**src/rtl/ic_miss_handler_pkg.sv**
```systemverilog
// Shared types and helpers for the icache miss handler.
package ic_miss_handler_pkg;

  typedef enum logic [1:0] {
    StIdle,
    StAlloc,
    StWait,
    StWrite
  } ic_miss_state_t;

  function automatic int unsigned ic_offset_width(input int unsigned line_size);
    return $clog2(line_size);
  endfunction

  // Clears the byte-offset bits; callers zero-extend narrower addresses to 64 bits.
  function automatic logic [63:0] ic_line_align(input logic [63:0] addr,
                                               input int unsigned offset_width);
    return (addr >> offset_width) << offset_width;
  endfunction

endpackage

```
**src/rtl/ic_miss_handler.sv**
```systemverilog
// Instruction-cache miss controller: stalls fetch, allocates one line in the IFQ,
// waits for its fill, writes the icache and pulses a replay.
module ic_miss_handler
  import ic_miss_handler_pkg::*;
#(
  parameter int unsigned OPTN_ADDR_WIDTH     = 32,
  parameter int unsigned OPTN_IC_LINE_SIZE   = 32,
  parameter int unsigned OPTN_MISS_CNT_WIDTH = 16,
  parameter int unsigned IC_LINE_WIDTH       = OPTN_IC_LINE_SIZE * 8
) (
  input  logic                           clk,
  input  logic                           n_rst,
  input  logic                           i_redirect,
  input  logic                           i_lookup_valid,
  input  logic [OPTN_ADDR_WIDTH-1:0]     i_lookup_addr,
  input  logic                           i_lookup_hit,
  output logic                           o_stall,
  input  logic                           i_ifq_full,
  output logic                           o_alloc_en,
  output logic [OPTN_ADDR_WIDTH-1:0]     o_alloc_addr,
  input  logic                           i_fill_en,
  input  logic [OPTN_ADDR_WIDTH-1:0]     i_fill_addr,
  input  logic [IC_LINE_WIDTH-1:0]       i_fill_data,
  output logic                           o_ic_wr_en,
  output logic [OPTN_ADDR_WIDTH-1:0]     o_ic_wr_addr,
  output logic [IC_LINE_WIDTH-1:0]       o_ic_wr_data,
  output logic                           o_replay,
  output logic [OPTN_MISS_CNT_WIDTH-1:0] o_miss_count
);

  localparam int unsigned OffW = ic_offset_width(OPTN_IC_LINE_SIZE);

  ic_miss_state_t                 state_q, state_d;
  logic                           squash_q, squash_d;
  logic [OPTN_ADDR_WIDTH-1:0]     miss_addr_q, miss_addr_d;
  logic [IC_LINE_WIDTH-1:0]       line_q, line_d;
  logic [OPTN_MISS_CNT_WIDTH-1:0] miss_count_q, miss_count_d;

  logic        idle_miss;
  logic        fill_match;
  logic        alloc_issue;
  logic [63:0] lookup_aligned;

  assign lookup_aligned = ic_line_align(64'(i_lookup_addr), OffW);
  assign idle_miss   = (state_q == StIdle) & i_lookup_valid & ~i_lookup_hit & ~i_redirect;
  assign fill_match  = i_fill_en &
                       (i_fill_addr[OPTN_ADDR_WIDTH-1:OffW] == miss_addr_q[OPTN_ADDR_WIDTH-1:OffW]);
  assign alloc_issue = (state_q == StAlloc) & ~i_redirect & ~i_ifq_full;

  logic unused_fill_offset;
  assign unused_fill_offset = ^i_fill_addr[OffW-1:0];

  if (OPTN_ADDR_WIDTH < 64) begin : g_unused_align_hi
    logic unused_align_hi;
    assign unused_align_hi = ^lookup_aligned[63:OPTN_ADDR_WIDTH];
  end

  // State register
  always_ff @(posedge clk) begin
    if (!n_rst) begin
      state_q      <= StIdle;
      squash_q     <= 1'b0;
      miss_count_q <= '0;
    end else begin
      state_q      <= state_d;
      squash_q     <= squash_d;
      miss_count_q <= miss_count_d;
    end
  end

  // Address and line data need no reset: only read while a miss is live.
  always_ff @(posedge clk) begin
    miss_addr_q <= miss_addr_d;
    line_q      <= line_d;
  end

  // Next-state logic
  always_comb begin
    state_d      = state_q;
    squash_d     = squash_q;
    miss_addr_d  = miss_addr_q;
    line_d       = line_q;
    miss_count_d = miss_count_q;

    unique case (state_q)
      StIdle: begin
        if (idle_miss) begin
          miss_addr_d = lookup_aligned[OPTN_ADDR_WIDTH-1:0];
          state_d     = StAlloc;
        end
      end
      StAlloc: begin
        if (i_redirect) begin
          state_d = StIdle;
        end else if (!i_ifq_full) begin
          state_d = StWait;
        end
      end
      StWait: begin
        // The IFQ still returns the line after a redirect, so keep waiting but drop the replay.
        if (i_redirect) begin
          squash_d = 1'b1;
        end
        if (fill_match) begin
          line_d  = i_fill_data;
          state_d = StWrite;
        end
      end
      StWrite: begin
        squash_d = 1'b0;
        state_d  = StIdle;
      end
      default: state_d = StIdle;
    endcase

    if (alloc_issue && (miss_count_q != '1)) begin
      miss_count_d = miss_count_q + OPTN_MISS_CNT_WIDTH'(1);
    end
  end

  // Outputs
  always_comb begin
    o_stall      = (state_q != StIdle) | idle_miss;
    o_alloc_en   = alloc_issue;
    o_alloc_addr = miss_addr_q;
    o_ic_wr_en   = (state_q == StWrite);
    o_ic_wr_addr = miss_addr_q;
    o_ic_wr_data = line_q;
    o_replay     = (state_q == StWrite) & ~squash_q & ~i_redirect;
    o_miss_count = miss_count_q;
  end

endmodule

```
**config.mk**
```make
export PLATFORM = sky130hd
export DESIGN_NAME = ic_miss_handler
export DESIGN_NICKNAME = d
export VERILOG_FILES = /design/src/rtl/ic_miss_handler_pkg.sv /design/src/rtl/ic_miss_handler.sv
export SDC_FILE = /design/constraint.sdc
export NUM_CORES = 1
export LEC_CHECK = 0
export ABC_AREA = 1
export CORE_AREA = 2 2 257 259
export CTS_CLUSTER_SIZE = 16
export DETAILED_ROUTE_END_ITERATION = 16
export DIE_AREA = 0 0 259 261
export REMOVE_ABC_BUFFERS = 1
export SETUP_SLACK_MARGIN = 0.5
export SLEW_MARGIN = 40
export SYNTH_ARGS = -nofsm -noshare
export SYNTH_HDL_FRONTEND = slang
export SYNTH_SLANG_ARGS = --single-unit
export TNS_END_PERCENT = 100
```
**constraint.sdc**
```tcl
create_clock -name clk -period 41.8 [get_ports clk]
set_input_delay 8.36 -clock clk [delete_from_list [all_inputs] [get_ports clk]]
set_output_delay 8.36 -clock clk [all_outputs]
set_load 0.02 [all_outputs]
```
## Yosys cells after proc, flatten, opt, wreduce, memory -nomap -nowiden

Cells that the tools add are included.

| operators by class | value |
|---|---|
| bitwise logic cells | 13 |
| reductions and logical operators | 8 |
| $add $sub $neg | 1 |
| equal/unequal tests | 9 |
| multiplexer cells | 7 |

Operators by type and width:

| operator | count |
|---|---|
| $eq 27x27->1 | 1 |
| $add 16x1->16 const B | 1 |
| $ne 16x16->1 const B | 1 |
| $and 1x1->1 | 8 |
| $mux 2 | 4 |
| $pmux 2 s4 | 1 |
| $ne 2x2->1 const B | 3 |
| $reduce_and 2->1 | 3 |
| $eq 2x2->1 const B | 2 |
| $not 1->1 | 4 |
| $reduce_bool 2->1 | 2 |
| $ne 3x3->1 const B | 1 |
| $reduce_and 3->1 | 1 |
| $eq 2x1->1 const B | 1 |
| $logic_not 2->1 | 1 |
| $pmux 1 s2 | 1 |
| $logic_and 1x1->1 | 1 |
| $mux 1 | 1 |
| $or 1x1->1 | 1 |

| word-level totals | value |
|---|---|
| word-level logic and storage cells | 43 |
| input port bits | 327 |
| flip-flop bits (word level) | 302 |

## Logic depth before layout (Yosys ltp)

| depth | value |
|---|---|
| depth in word-level cells | 6 |
| mapped depth | 12 |
| depth with buffers taken out | 12 |

## Worst setup path after synthesis

No wires, ideal clock.

| timing | value |
|---|---|
| path kind | input -> register |
| from | in i_fill_addr[30] |
| to | reg line_q[0] (netlist: o_ic_wr_data[0]) (enable) |
| arrival time | 26.046 ns |
| library setup time | 1.189 ns |
| path slack | 14.566 ns |
| cell stages on the path | 7 |
| path buffers | 0 |
| data required time | 40.611 ns |
| cell sequence | inv_1 o21ai_0 a21oi_1 nand2_1 nor3_1 nand2_1 nor3_1 |

| between the ends | value |
|---|---|
| word-level cells in the longest chain between the ends | 3 |

Ends and longest elaborated chain:

| element | RTL line | source |
|---|---|---|
| from (decl) | ic_miss_handler.sv:22 | `input logic [OPTN_ADDR_WIDTH-1:0] i_fill_addr,` |
| $eq 27x27->1 | ic_miss_handler.sv:47 | `(i_fill_addr[OPTN_ADDR_WIDTH-1:OffW] == miss_addr_q[OPTN_ADDR_WIDTH-1:OffW]);` |
| $and 1x1->1 | ic_miss_handler.sv:46 | `assign fill_match = i_fill_en &` |
| $reduce_and 2->1 (no line) | -- |  |
| to (signal assigned) | ic_miss_handler.sv:74 | `line_q <= line_d;` |
| to (decl) | ic_miss_handler.sv:36 | `logic [IC_LINE_WIDTH-1:0] line_q, line_d;` |

No other way between the ends.
A chain may end at the register's enable or synchronous reset.

## Worst setup path in the final report

| timing | value |
|---|---|
| from | in i_redirect |
| to | out o_alloc_en |

| between the ends | value |
|---|---|
| word-level cells in the longest chain between the ends | 3 |

Ends and longest elaborated chain:

| element | RTL line | source |
|---|---|---|
| from (decl) | ic_miss_handler.sv:13 | `input logic i_redirect,` |
| $not 1->1 | ic_miss_handler.sv:48 | `assign alloc_issue = (state_q == StAlloc) & ~i_redirect & ~i_ifq_full;` |
| $and 1x1->1 (2 in a row) | ic_miss_handler.sv:48 |  |
| to (decl) | ic_miss_handler.sv:19 | `output logic o_alloc_en,` |

No other way between the ends.

==> impl_metrics.toml <==
[synthesis]
syn_area_per_cell_um2 = 15.7
ys_types = 29
post-synth-top-area-cell = "edfxtp_1"
synth-xor-area-share_pct = 0.822
synth_seq_cells = 302
synth_compound_area_share_pct = 1.54
ys.warnings.count = 0
synthCells = 677
synth_adder_area_share_pct = 0.117
synth_top_family_by_area = "simple AND/OR/NAND/NOR gates"
seq_area_frac_synth_pct = 83.3
synth-simple-area-share_pct = 8.47
synth.area.mux_share_pct = 0
syn_area_mm2 = 0.0107
synth_top_area_share_pct = 79.8
synth_top_cells_by_area = "edfxtp_1, nand2_1, dfxtp_1"

[die]
core_mm2 = 0.0650
start_util_pct = 16.4
die_height_um = 261
io_pins = 667
die_w_um = 259
row_count = 94
die_area_mm2 = 0.0676

[placement]
hpwl_um = 34200
port_buffers = 646
pre_cts_slack_ps = 23570
gp_congestion = 0.910
place_inst = 2160

[critical_path]
worst_path_dominant_cell_family = "buffers and inverters"
crit_path_max_incr_delay_ps = 630
worstPathArrival_ps = 9850
critPathBufInv = 3
reg2reg_setup_slack_ps = 38290
reg2reg_to = "o_ic_wr_data[84]"
cp_cell_sequence = "clkdlybuf4s50_1 > inv_1 > nand3_1 > nor2_4 > clkdlybuf4s50_1"
start_kind = "input pin"
crit_type = "input pin to primary output"
reg2reg_depth = 7
crit_path_end_kind = "primary output"
cp_slowest_cell = "clkdlybuf4s50_1"
cp.required_ps = 33440
r2r_start = "o_alloc_addr[25]"
cp_common_cell = "clkdlybuf4s50_1"
worst-path-max-fanout = 3

[finish]
final_cell_count_no_fill = 2235
fin_util_pct = 29.7
drive_gt1_share_pct = 5.05
fin_nets = 1664
syn2layout_area_growth_pct = 81.0

[power]
p_int_mw = 0.571
irDropWorstVdd_v = 0.0000302
power.total_mw = 0.718
power.switching_mw = 0.148
p_seq_share_pct = 46.4
power_leakage_nw = 6.72
pwr_density_cell_mw_per_mm2 = 37.2
pwr-share-comb_pct = 6.1
p_clk_share_pct = 47.5
swShare_pct = 20.5

[drt]
drt_pass1_iterations = 4
met3_length_um = 6240
routed_via_density = 3.54
drc = 0
wl_met2_um = 20000
routedWlPerCell_um = 18.9
dr.max_layer_used = "met5"
num_vias = 7922
drt_iter0_drc = 370
wirelength_met1_um = 14300
ant_nets = 0
totalWireLength_um = 42300

[cts]
cts_tree = "built"
clkSlewWorstSetupHoldPaths_ps = 50
cts_setup_buffers = 0
cts.repair.resized = 0
worstSkewPairLatency_ps = 550
cts-htree-levels = 2
cts-buffers-inserted = 38
ctsHoldBuffers = 0
clockRootBuffer = "clkbuf_16"
cts.sinks = 302
clock_path_buffers = 3

[worst_hold_path]
hold_class = "flop to flop"
hold_end = "squash_q"
worstHoldStart = "squash_q"
holdPathStages = 2

[timing]
maxSlewViolCount = 0
grt_setup_unrepaired = "false"
clock.fmax_ghz = 0.0549
hold_viol = 0
clock_skew_ps = 17.3
relSlewSlack_pct = 52.5
final.setup.worst_slack_ps = 23590
fin_crit_sh_pct = 43.6
timing.setup.tns_ps = 0
setup_viol = 0
period_needed_ps = 18210
tightest_slew_ps = 713

[global_route]
grt_max_degree = 74
grt.overflow.total = 0
grt_pass1_vias = 8189
grt.total_usage_pct = 11.9
antenna_found_initial = 31
grt_pass1_wl_um = 57500

[job]
drv_cap = 0

[run_status]
outcome = "finished, final reports clean"
[flip-flops by register name, summed over array words and instances, names as in the netlist, named ones only]
signal        flops
o_ic_wr_data    256
o_alloc_addr     27
state_q           1
o_miss_count     16
squash_q          1
[how the worst max path moves through the flow]
| stage | from | endpoint | slack [ps] | depth (start not counted) |
|---|---|---|---|---|
| 2_1_floorplan | i_fill_addr[30] | o_ic_wr_data[0] | 14560 | 7 |
| 3_3_place_gp | i_redirect | o_alloc_en | 23580 | 5 |
| 3_5_place_dp | i_redirect | o_alloc_en | 23570 | 5 |
| 4_1_cts | i_redirect | o_alloc_en | 23560 | 5 |
| 5_1_grt | i_redirect | o_alloc_en | 23490 | 5 |
| 6_report | i_redirect | o_alloc_en | 23590 | 5 |
[cells in the final DEF, fill, tap and decap left out, drive strengths merged, types with 5 or more instances in the layout]
cell             n
dfxtp           19
edfxtp         283
clkinv          13
clkbuf          46
nand2          134
diode            6
nor3            12
a21oi           15
nand4            7
inv             81
nand3           16
nor2            42
bufinv           6
clkdlybuf4s50  646
conb            10
buf              5
xnor2            8
o21ai           11
[metal layers]
| metal | vias up | track usage [%] |
|---|---|---|
| met4 | 34 | 4.45 |
| met2 | 464 | 19.7 |
| li1 | 3630 | - |
| met3 | 97 | 7.76 |
| met5 | - | 0 |
| met1 | 3697 | 12.0 |
[worst register-to-register path, delay by kind of cell (launching register included)]
kind,cells,cell delay [ps]
buf+inv,2,1340
simple gates,4,880
flops,1,480
xor+xnor,1,380
[synth_stat cells (all sizes together)]
| master | count |
|---|---|
| inv | 79 |
| o21bai | 1 |
| nand4 | 7 |
| a21oi | 15 |
| nand3b | 1 |
| edfxtp | 283 |
| nor2 | 42 |
| dfxtp | 19 |
| o211ai | 1 |
| o2111ai | 1 |
| conb | 1 |
| xnor2 | 8 |
| nand3 | 16 |
| nor3b | 1 |
| o22ai | 1 |
| nor3 | 12 |
| ha | 1 |
| buf | 39 |
| nand2 | 134 |
| xor2 | 2 |
| o21ai | 11 |
| clkbuf | 2 |
[cells by family (layout without fill, tap and decap cells)]
group	count (synthesis)	count (layout)
compound gates	30	30
simple gates	213	213
xor+xnor	10	10
fa+ha+maj	1	1
other cells	1	16
flops	302	302
buf+inv	120	799
[final cells by class]
type	instances	area [µm²]
Fill cell	6500	45800
Sequential cell	302	8880
Timing Repair Buffer	651	6520
Multi-Input combinational cell	264	1210
Tap cell	864	1080
Clock buffer	46	1000
Inverter	79	299
Clock inverter	23	282
Antenna cell	6	15.0
[power by group through the flow]
stage | logic, mW | clock network (mW) | registers [mW]
detailed placement | 0.0443 | 0 | 0.339
global placement | 0.0436 | 0 | 0.339
CTS | 0.0446 | 0.355 | 0.333
global route | 0.0476 | 0.367 | 0.333
finish | 0.0442 | 0.341 | 0.333
floorplan | 0.00621 | 0 | 0.341
[metrics by stage]
stage / area (µm²) / hold slack, ps
2_1_floorplan: 10400 / 484
4_1_cts: 19300 / 526
6_report: 19300 / 526
3_3_place_gp: 18000 / 503
5_1_grt: 19300 / 558
3_5_place_dp: 18000 / 513
No activity file was read; power rests on OpenSTA's default activity.
